==> src/rtl/pipe_skid_reg.sv <==
// Pipeline register stage with valid/ready handshake. SKID=1 gives a
// 2-entry skid buffer with a registered in_ready; SKID=0 gives a single register.
module pipe_skid_reg #(
  parameter int DATA_W = 32,
  parameter int SKID   = 1
) (
  input  logic              clk,
  input  logic              rst,
  input  logic              flush,
  input  logic              in_valid,
  output logic              in_ready,
  input  logic [DATA_W-1:0] in_data,
  output logic              out_valid,
  input  logic              out_ready,
  output logic [DATA_W-1:0] out_data,
  output logic [1:0]        occupancy
);

  // Handshake: a transfer happens only on a cycle where valid & ready are both
  // high at the rising edge; a producer holding valid must keep its data stable.

  typedef enum logic [1:0] {
    ST_EMPTY = 2'd0,
    ST_ONE   = 2'd1,
    ST_TWO   = 2'd2
  } state_t;

  state_t            state_q, state_d;
  logic [DATA_W-1:0] main_q, main_d;
  logic [DATA_W-1:0] skid_q, skid_d;
  logic              in_fire;
  logic              out_fire;

  assign in_fire  = in_valid & in_ready;
  assign out_fire = out_valid & out_ready;

  always_ff @(posedge clk or posedge rst) begin
    if (rst) begin
      state_q <= ST_EMPTY;
      main_q  <= '0;
      skid_q  <= '0;
    end else begin
      state_q <= state_d;
      main_q  <= main_d;
      skid_q  <= skid_d;
    end
  end

  always_comb begin
    state_d = state_q;
    main_d  = main_q;
    skid_d  = skid_q;
    if (flush) begin
      state_d = ST_EMPTY;
      main_d  = '0;
      skid_d  = '0;
    end else begin
      case (state_q)
        ST_EMPTY: begin
          if (in_fire) begin
            state_d = ST_ONE;
            main_d  = in_data;
          end
        end
        ST_ONE: begin
          if (in_fire && out_fire) begin
            main_d = in_data;
          end else if (out_fire) begin
            state_d = ST_EMPTY;
            main_d  = '0;
          end else if (in_fire && (SKID != 0)) begin
            state_d = ST_TWO;
            skid_d  = in_data;
          end
        end
        ST_TWO: begin
          if (out_fire) begin
            state_d = ST_ONE;
            main_d  = skid_q;
            skid_d  = '0;
          end
        end
        default: begin
          state_d = ST_EMPTY;
          main_d  = '0;
          skid_d  = '0;
        end
      endcase
    end
  end

  // Skid mode: ready is registered from next state so out_ready never reaches
  // in_ready combinationally; it comes up one edge after reset release.
  if (SKID != 0) begin : g_skid
    logic rdy_q;
    always_ff @(posedge clk or posedge rst) begin
      if (rst) rdy_q <= 1'b0;
      else     rdy_q <= (state_d != ST_TWO);
    end
    assign in_ready = rdy_q & ~flush;
  end else begin : g_reg
    assign in_ready = (~out_valid | out_ready) & ~flush & ~rst;
  end

  assign out_valid = (state_q != ST_EMPTY);
  assign out_data  = out_valid ? main_q : '0;
  assign occupancy = state_q;

endmodule

==> config.mk <==
export PLATFORM = sky130hd
export DESIGN_NAME = pipe_skid_reg
export DESIGN_NICKNAME = d
export VERILOG_FILES = /design/src/rtl/pipe_skid_reg.sv
export SDC_FILE = /design/constraint.sdc
export NUM_CORES = 1
export LEC_CHECK = 0
export BUFFER_PORTS_ARGS = -buffer_cell sky130_fd_sc_hd__buf_2
export CAP_MARGIN = 20
export CELL_PAD_IN_SITES_DETAIL_PLACEMENT = 1
export CELL_PAD_IN_SITES_GLOBAL_PLACEMENT = 1
export CORE_MARGIN = 3
export CORE_UTILIZATION = 38
export DETAILED_ROUTE_END_ITERATION = 16
export HOLD_SLACK_MARGIN = 0.15
export PLACE_DENSITY = 0.73
export SKIP_CTS_REPAIR_TIMING = 1
export SYNTH_ARGS = -nofsm -noshare
export SYNTH_HDL_FRONTEND = slang
export SYNTH_SLANG_ARGS = --single-unit
==> constraint.sdc <==
create_clock -name clk -period 2.2 [get_ports clk]
set_clock_uncertainty 0.05 [all_clocks]
set_input_delay 0.44 -clock clk [delete_from_list [all_inputs] [get_ports clk]]
set_output_delay 0.44 -clock clk [all_outputs]
set_load 0.01 [all_outputs]
==> results.py <==
metrics = {
    "clock_network": {
        "cts_tree": "built",
        "cts-root-buf": "clkbuf_8",
        "numCtsBuffers": 9,
        "htreeDepth": 3,
        "numClockSinks": 67,
        "cts.path.max_buffers": 2,
        "path_clk_slew_ns": 0.08,
        "clock_latency_ns": 0.35,
    },
    "synthesis": {
        "synth_nets": 392,
        "synth_cell_types": 32,
        "yosysWarnings": 0,
        "synth-edff-count": 0,
        "synth_top_family_by_area": "compound AO/OA/AOI/OAI gates",
        "synth_ff_type": "dfrtp_1",
        "yosysSeqAreaShare": 0.4580,
        "synth_cells": 355,
        "muxShareOfSynthArea": 0.08749,
        "synthSimpleGateAreaFrac": 0.1801,
        "syn_area_sq_um": 3661,
        "async_flop_share": 1.000,
        "synth_xor_xnor_area_share": 0,
        "synth_fa_ha_area_frac": 0,
        "ys_ff_latch": 67,
        "synth-compound-area-share": 0.2167,
        "syn_avg_cell_area_sq_um": 10.31,
    },
    "worst_setup_path": {
        "crit_required_ns": 1.71,
        "critPathKind": "flip-flop to primary output",
        "reg2reg_depth": 5,
        "reg2reg_slack_ns": 0.47,
        "path_max_fanout": 19,
        "worst_setup_path_start_kind": "flip-flop",
        "critical_path.max_stage_delay_ns": 0.61,
        "cpLargestDelayFamily": "flip-flops",
        "slowest_stage": "dfrtp_2",
        "end_kind": "primary output",
        "rr_endpoint": "main_q[17]",
        "cp_data_arrival_time_ns": 1.59,
        "path_buf_inv": 2,
        "r2r-start": "occupancy[1]",
        "cp_cell_sequence": "nor2_2 -> buf_4 -> nor2b_1 -> buf_2",
    },
    "timing": {
        "setup_tns_ns": 0,
        "rsz0062_at_grt": "false",
        "tightestPinTransition_ns": 0.3926,
        "whs_ns": 0.2919,
        "fmax_ghz": 0.4805,
        "setup_viol": 0,
        "final.min_clock_period_ns": 2.081,
        "finalCritPeriodShare": 0.9460,
        "fin_ws_ns": 0.1189,
        "drv_slew": 0,
        "maxSlewHeadroom": 0.7380,
        "hold_viol_final": 0,
    },
    "placed_design": {
        "placed_cell_area_sq_um": 4173,
        "dpl.hpwl_mm": 6.578,
        "dp_slack_ns": 0.4567,
        "gp_congestion": 0.7384,
        "io_buffers": 72,
    },
    "final_layout": {
        "drive_above_1_share": 0.2670,
        "area_growth_pct": 19.96,
        "fin_util": 0.4730,
        "final_area_sq_um": 4392,
        "layout_common_cells": "buf_2 (72), dfrtp_1 (65), nor2b_1 (34), nand2b_1 (33)",
        "insertedDiodeCount": 0,
        "layout_commonest_cell": "buf_2",
        "nets": 459,
    },
    "pwr": {
        "switchingPower_mw": 0.8243,
        "swShare": 0.2783,
        "powerDensity_nw_per_um2": 674.3,
        "power_frac_clock": 0.381,
        "ir_drop_mv": 0.3124,
        "power.internal_mw": 2.137,
        "p_leak_nw": 1.916,
        "p_comb_frac": 0.164,
        "power_frac_seq": 0.455,
    },
    "grt": {
        "first_global_vias": 3238,
        "gr-usage-met3": 0.04469,
        "grt_pass1_wl_mm": 16.59,
        "use_met1": 0.2447,
        "grt_max_degree": 68,
        "grt_usage": 0.1891,
        "gr-max-usage-layer": "met2",
        "met2_usage": 0.3106,
        "antenna_found_initial": 1,
        "overflow": 0,
    },
    "floorplanning": {
        "rows": 35,
        "initial_core_util": 0.3943,
        "die_h_um": 104.2,
        "die_x_um": 104.2,
        "ioPinCount": 73,
        "core_sq_um": 9284,
        "dieArea_sq_um": 10850,
    },
    "detailed_routing": {
        "first_pass_iters": 4,
        "drc": 0,
        "avgRoutedWirePerCell_um": 17.54,
        "antenna_left": 0,
        "vias": 2969,
        "via_per_inst": 5.340,
        "first_iter_violations": 70,
        "routed_wirelength_mm": 9.751,
    },
    "hold_path": {
        "min_path_type": "input port to flip-flop",
        "worstHoldEndpoint": "skid_q[0]",
        "hold_start": "in_data[0]",
        "worstHoldPathCells": 3,
    },
    "flow_run": {
        "drv_cap": 0,
    },
    "status": {
        "status": "finished, final reports clean",
    },
}
-- Yosys cell counts, types with 4 or more instances --
master	instances	area (sq um)
buf_4	5	37.54
o21ai_0	21	105.1
clkbuf_1	9	33.78
nor2b_1	34	212.7
mux2i_1	32	320.3
o21ai_1	13	65.06
o2bb2ai_1	32	280.3
nand3_1	32	160.2
a22o_1	32	280.3
nand2b_1	33	206.5
inv_1	4	15.01
dfrtp_1	67	1677
buf_2	16	80.08
-- worst reg2reg max path, stage by stage (launching register included) --
cell	delay, ns
dfrtp_2	0.56
a21oi_1	0.20
o21ai_1	0.17
and3b_1	0.23
buf_4	0.21
a22o_1	0.20
-- sequential cells by signal (all words and copies together), names as in the netlist --
signal and count:
skid_q 32, occupancy 2, g_skid.rdy_q 1, main_q 32
-- logic make-up after synthesis --
| logic type | count (synthesis) |
|---|---|
| AND/OR/NAND/NOR | 111 |
| buffers and inverters | 40 |
| flip-flops | 67 |
| AO/OA/AOI/OAI | 105 |
| multiplexers | 32 |
-- per-stage QoR --
stage,total power [mW],cells
2_1_floorplan,1.672,355
6_report,2.962,556
3_3_place_gp,1.843,539
4_1_cts,2.990,555
3_5_place_dp,1.864,539
5_1_grt,3.117,556
-- power by group through the flow --
stage	registers (mW)	clock network (mW)	logic [mW]
6_report	1.35	1.13	0.486
5_1_grt	1.36	1.22	0.541
4_1_cts	1.35	1.15	0.495
3_5_place_dp	1.37	0	0.493
3_3_place_gp	1.37	0	0.477
2_1_floorplan	1.35	0	0.327
-- per-layer routing --
layer,part of all wire,routed length (um)
met1,0.47,4536
met2,0.48,4655
met5,0.0013,13
met4,0.017,161
met3,0.039,384
-- layout make-up --
type	count	area, sq um
fillers	1097	4892
multi-input cells	248	1793
flip-flops and latches	67	1679
repair buffers	91	530.5
well taps	129	161.4
clock buffers	11	131.4
clock inverters	5	77.57
inverters	5	18.77
-- worst max path at each step --
stage	start	endpoint	slack [ns]	cells after the start
after floorplan	rst	g_skid.rdy_q	0.03	1
after global placement	in_valid	main_q[28]	0.52	6
final	occupancy[1]	out_data[29]	0.12	4
after CTS	occupancy[1]	out_data[29]	0.08	4
after detailed placement	out_ready	skid_q[17]	0.46	6
after global routing	occupancy[1]	out_data[29]	0.0003	4
Note: power is estimated with default switching activity, not from simulation.
